--- src/rtl/tdes_pass_scheduler.sv ---
// Sequences one 3DES block through three single-DES core passes (E-D-E / D-E-D),
// moving blocks between FIFOs and granting key writes only between blocks.
module tdes_pass_scheduler #(
    parameter int DATA_W  = 64,
    parameter int TIMEOUT = 64,
    parameter int CNT_W   = 16
) (
    input  logic              PCLK,
    input  logic              PRESET,
    input  logic              in_valid,
    input  logic [DATA_W-1:0] in_data,
    input  logic              in_mode,
    output logic              in_pop,
    input  logic              key_update_req,
    output logic              key_update_ack,
    output logic              core_start,
    output logic              core_decrypt,
    output logic [1:0]        core_key_sel,
    output logic [DATA_W-1:0] core_din,
    input  logic              core_done,
    input  logic [DATA_W-1:0] core_dout,
    input  logic              out_full,
    output logic              out_push,
    output logic [DATA_W-1:0] out_data,
    output logic              busy,
    output logic              err_timeout,
    input  logic              err_clr,
    output logic [CNT_W-1:0]  blk_count
);
    localparam int TMR_W = $clog2(TIMEOUT);
    localparam logic [TMR_W-1:0] TMR_LAST = TMR_W'(TIMEOUT - 1);

    typedef enum logic [2:0] {IDLE, ISSUE, WAIT, PUSH, KEYGRANT} state_t;

    state_t            state;
    logic [DATA_W-1:0] work;
    logic              mode;
    logic [1:0]        pass;
    logic [TMR_W-1:0]  timer;
    logic              pass_active;

    assign pass_active    = (state == ISSUE) || (state == WAIT);
    assign in_pop         = (state == IDLE) && !key_update_req && in_valid;
    assign core_start     = (state == ISSUE);
    // Middle pass runs in the opposite direction; decrypt walks the keys K3..K1.
    assign core_decrypt   = pass_active && (mode ^ (pass == 2'd1));
    assign core_key_sel   = !pass_active ? 2'd0 : (mode ? (2'd2 - pass) : pass);
    assign core_din       = work;
    assign out_data       = work;
    assign out_push       = (state == PUSH) && !out_full;
    assign key_update_ack = (state == KEYGRANT) && key_update_req;
    assign busy           = (state != IDLE);

    always_ff @(posedge PCLK) begin
        if (PRESET) begin
            state       <= IDLE;
            work        <= '0;
            mode        <= 1'b0;
            pass        <= 2'd0;
            timer       <= '0;
            blk_count   <= '0;
            err_timeout <= 1'b0;
        end else begin
            // A timeout later in this block overrides the clear.
            if (err_clr) err_timeout <= 1'b0;
            case (state)
                IDLE: begin
                    if (key_update_req) begin
                        state <= KEYGRANT;
                    end else if (in_valid) begin
                        work  <= in_data;
                        mode  <= in_mode;
                        pass  <= 2'd0;
                        state <= ISSUE;
                    end
                end
                ISSUE: begin
                    timer <= '0;
                    state <= WAIT;
                end
                WAIT: begin
                    if (core_done) begin
                        work <= core_dout;
                        if (pass == 2'd2) begin
                            state <= PUSH;
                        end else begin
                            pass  <= pass + 2'd1;
                            state <= ISSUE;
                        end
                    end else if (timer == TMR_LAST) begin
                        err_timeout <= 1'b1;
                        state       <= IDLE;
                    end else begin
                        timer <= timer + 1'b1;
                    end
                end
                PUSH: begin
                    if (!out_full) begin
                        blk_count <= blk_count + 1'b1;
                        state     <= IDLE;
                    end
                end
                KEYGRANT: begin
                    if (!key_update_req) state <= IDLE;
                end
                default: state <= IDLE;
            endcase
        end
    end
endmodule
--- config.mk ---
export PLATFORM = sky130hd
export DESIGN_NAME = tdes_pass_scheduler
export DESIGN_NICKNAME = d
export VERILOG_FILES = /design/src/rtl/tdes_pass_scheduler.sv
export SDC_FILE = /design/constraint.sdc
export NUM_CORES = 1
export LEC_CHECK = 0
export CORE_MARGIN = 8
export CORE_UTILIZATION = 38
export CTS_BUF_LIST = sky130_fd_sc_hd__clkbuf_4
export DETAILED_ROUTE_END_ITERATION = 8
export PLACE_DENSITY = 0.87
export SETUP_SLACK_MARGIN = 0.02
export SYNTH_ARGS = -nofsm -noshare
export SYNTH_HDL_FRONTEND = slang
export SYNTH_SLANG_ARGS = --single-unit
--- constraint.sdc ---
create_clock -name PCLK -period 2.1 [get_ports PCLK]
set_input_delay 0.315 -clock PCLK [delete_from_list [all_inputs] [get_ports PCLK]]
set_output_delay 0.315 -clock PCLK [all_outputs]
set_load 0.02 [all_outputs]
# Word level (Yosys, flattened, before mapping)
# Cells that the tools add are included.
# classes
eq_ne	17
add_sub_neg	4
reduce_logical	18
muxes	26
bitwise	3
shifts	0
order_cmp	0
multipliers	0
div	0
# ops
operator	n
2-to-1 mux 64 bit	3
case mux 64 bit (2 select lines)	1
2-to-1 mux 3 bit	6
adder 16 x 1 -> 16 bit, second input constant	1
inequality test 2 bit, second input constant	8
case mux 3 bit (5 select lines)	1
2-to-1 mux 2 bit	7
2-to-1 mux 6 bit	2
case mux 6 bit (2 select lines)	1
AND reduction 4 bit	2
adder 6 x 1 -> 6 bit, second input constant	1
== test 3 x 2 -> 1 bit, second input constant	2
== test 6 bit, second input constant	1
AND reduction 3 bit	2
logical AND 1 bit	5
AND reduction 5 bit	1
2-to-1 mux 1 bit	4
case mux 2 bit (2 select lines)	1
nonzero test 2 bit	2
== test 3 x 1 -> 1 bit, second input constant	1
== test 3 bit, second input constant	1
logical NOT 3 bit	1
inequality test 3 x 2 -> 1 bit, second input constant	1
inequality test 3 bit, second input constant	1
other kinds (10)	12
# totals
mem_bits_rw	0
latchBits	0
regBits	93
memories	0
output_inout_bits	153
elab_cells	75
rom_bits	0
input_bits	136

# Logic depth before layout (Yosys ltp)
# depth
depth_word	4
depth_mapped	7

# Least setup slack after synthesis
# Ideal clock, no wire load.
# synth_timing
path_type	reg-to-reg
start	reg state[0]
end	reg mode
stages_incl_launch_ff	6
required_time_ps	1972
t_arrival_ps	1777
slack_ps	195
cell_sequence	dfxtp_1 buf_6 or3_1 nor3_1 mux2i_1 nor2_1
# synth_between
elab_chain_cells	2
# synth_rtl
element	line	source
from (decl)	35	state_t state;
from (signal assigned)	56	state <= IDLE;
from (signal assigned)	69	state <= KEYGRANT;
from (signal assigned)	74	state <= ISSUE;
logical NOT 3 bit	66	case (state)
AND reduction 3 bit (no line)	--	
to (signal assigned)	72	mode <= in_mode;
to (decl)	37	logic mode;
# No other way between the ends.
# A chain may end at the register's enable or synchronous reset.

# Worst setup path in the final report
# layout_timing
start	reg state[1]
end	reg timer[3]
# layout_between
elab_chain_cells	3
word_cells_on_any_way	7
cone_classes	eq/ne: 4; mux: 1; reduce/logical: 2
# layout_rtl
element	line	source
== test 3 x 2 -> 1 bit / == test 3 x 1 -> 1 bit (equally long branches)	66	
inequality test 2 bit (no line) / nonzero test 2 bit (equally long branches)	--	
AND reduction 3 bit (no line)	--	
to (signal assigned)	94	timer <= timer + 1'b1;
to (decl)	39	logic [TMR_W-1:0] timer;
# Several ways; a longest one is shown, not always the timed one.

==> out/metrics.cfg <==
[run_status]
status=finished, final reports clean

[power_and_ir_drop]
switching_share=0.311
peakVddDrop_mv=0.423
pwr-share-clk=0.234
p_leak_nw=2.68
p_switching_mw=1.32
comb_power_share=0.304
p_seq_frac=0.462
powerDensity_mw_per_mm2=576
internal-power_mw=2.94

[synthesis]
synth_edf_count=0
synth-main-ff-cell=dfxtp_1
synth_cells=589
mappedNetlistNets=729
syn_area_per_cell_sq_um=7.88
ys_seq_area_frac=0.401
async_flop_share=0
ys_ff_latch=93
ys_types=45
ys.warnings.count=0
syn_area_sq_mm=0.00464

[timing]
final_hold_viol_count=0
rsz0062_at_grt=no
relSlewSlack=0.698
finClkSkew_ns=0.0131
setup_viol=0
max_freq_ghz=0.508
tightest_slew_ns=0.452
period_share=0.937
drv_slew=0
hold_ws_ns=0.277
fin_crit_ns=1.97

[setup_path]
worst_ep_required_time_ns=2.49
cp_slowest_stage_delay_ns=0.55
crit_chain=or3b_2, a211o_1, or3_1, a211oi_2
critPathKind=reg2reg
startpoint_type=register
arrival_ns=2.36
cpMaxStageDelayCell=or3b_2
critPathCaptureType=register
worstPathMaxFanout=8

[cts]
cts_inserted_buffers=9
cts_root_buf=clkbuf_4
numClockSinks=93
cts_hold_buffers=0
cts_tree=yes
clk_path_buf_depth=2
cts_max_level=3
clk_pin_slew_worst_paths_ns=0.14
post_cts_buffers=0
insertion_delay_ns=0.46

[finish]
n_fill_cell=1040
nets=945
final_cell_mix=clkdlybuf4s50_1 (279), nand2_1 (135), dfxtp_1 (91)
finalInstanceArea_sq_mm=0.00740
drive_gt1_frac=0.0667
syn2layout_area_growth_pct=59.3
layout_commonest_cell=clkdlybuf4s50_1

[floorplanning]
dieArea_sq_mm=0.0160
io_pins=289
core_area_sq_mm=0.0120
die_w_um=127
fp-row-count=40
die_h_um=127
initial_core_util=0.388

[placed_design]
gp_congestion=0.843
dp_hpwl_mm=13.2
port_buffers=288
dpl_cell_area_sq_mm=0.00727

[grt]
grt_pass1_vias=4622
overflow=0
grt_pass1_wl_mm=26.0
grt_usage=0.202
antenna_found_initial=1
grt_max_degree=56

[detailed_routing]
drtAntennaViolNets=0
drc_errors=0
detail_route.wl_per_cell_um=17.7
drtIter0Drc=299
wl_mm=17.0
first_pass_iters=4
viasPerCell=5.11
dr_total_vias=4895

[min_path]
holdCritPathClass=in2reg

[job]
cap_violations=0

-- stage by stage --
step	cells	TNS (ns)	setup WS [ns]	utilization	total power, mW
after global routing	958	0	0.0154	0.619	4.47
after CTS	957	-0.0739	-0.0739	0.619	4.32
after global placement	941	0	0.0125	0.608	3.29
after detailed placement	941	-0.0471	-0.0471	0.608	3.31
after floorplan	589	0	0.195	-	2.66
final	958	0	0.132	0.619	4.26
-- final timing paths --
| check | end | cells past startpoint | slack (ns) | from |
|---|---|---|---|---|
| max | timer[3] | 4 | 0.13 | state[1] |
| min | blk_count[1] | 2 | 0.28 | PRESET |
| max reg2reg | timer[3] | 4 | 0.13 | state[1] |
| min reg2reg | blk_count[14] | 2 | 0.52 | blk_count[14] |
-- cells in the mapped netlist (3+ instances only) --
cell        n  share of area
dfxtp_1    93           0.40
and4_1      3         0.0057
xnor2_1     3         0.0057
nand2_1   135           0.11
a311oi_1   64           0.12
nor3_1      3         0.0032
a21oi_1    13          0.014
xor2_1      6          0.011
clkbuf_1   30          0.024
or4_1       3         0.0049
and3_1      4         0.0054
or3_1       8          0.011
buf_2       9         0.0097
nand4_1     4         0.0054
nor2_1     82          0.066
nand3_1     7         0.0075
inv_1       7         0.0057
nand3b_1    6         0.0097
mux2i_1     3         0.0065
o21ai_0     8         0.0086
buf_4      64           0.10
ha_1        4          0.011
-- timing repair --
item                       in CTS  in global routing
pin swaps                       0                  0
setup endpoints to repair       8                  4
cloned                          0                  0
gates resized for setup        21                  9
-- power groups by stage --
stage / combinational, mW / clock, mW / sequential, mW
CTS: 1.30 / 1.05 / 1.97
global route: 1.37 / 1.12 / 1.98
global placement: 1.28 / 0 / 2.00
detailed placement: 1.30 / 0 / 2.01
finish: 1.29 / 0.999 / 1.97
floorplan: 0.551 / 0 / 2.11
-- state kept, by name, indices dropped and copies added (netlist names) --
register and cells:
pass 2, timer 6, core_din 64, mode 1
blk_count 16, err_timeout 1, state 3
-- metal layers --
metal	part of all wire	GRT usage
met2	0.50	0.351
met4	0.017	0.0573
met5	0	0
met1	0.40	0.229
met3	0.085	0.0716
-- layout make-up --
| class | instances | area, sq um | area share |
|---|---|---|---|
| tap | 147 | 184 | 0.0249 |
| multi-input combinational | 383 | 2120 | 0.287 |
| timing repair buffer | 311 | 3060 | 0.413 |
| sequential | 93 | 1870 | 0.252 |
| inverter | 7 | 26.3 | 0.00355 |
| clock inverter | 6 | 62.6 | 0.00846 |
| clock buffer | 10 | 75.1 | 0.0101 |
| antenna | 1 | 2.50 | 0.000338 |
-- cells by family (layout without fill, tap and decap cells) --
group,after synthesis,in the layout,synth area share
and+or+nand+nor,265,265,0.245
xor gates and xnor gates,9,9,0.0170
buffers and inverters,113,334,0.147
adders and majority gates,4,4,0.0108
AOI/OAI and AO/OA,102,102,0.173
muxes,3,3,0.00647
DFF,93,93,0.401
other,0,1,0
-- critical path, delay by kind of cell (launching register included) --
kind,cells,cell delay (ns)
compound gates,2,0.52
simple gates,2,0.91
flops,1,0.48
Note: power is estimated with default switching activity, not from simulation.
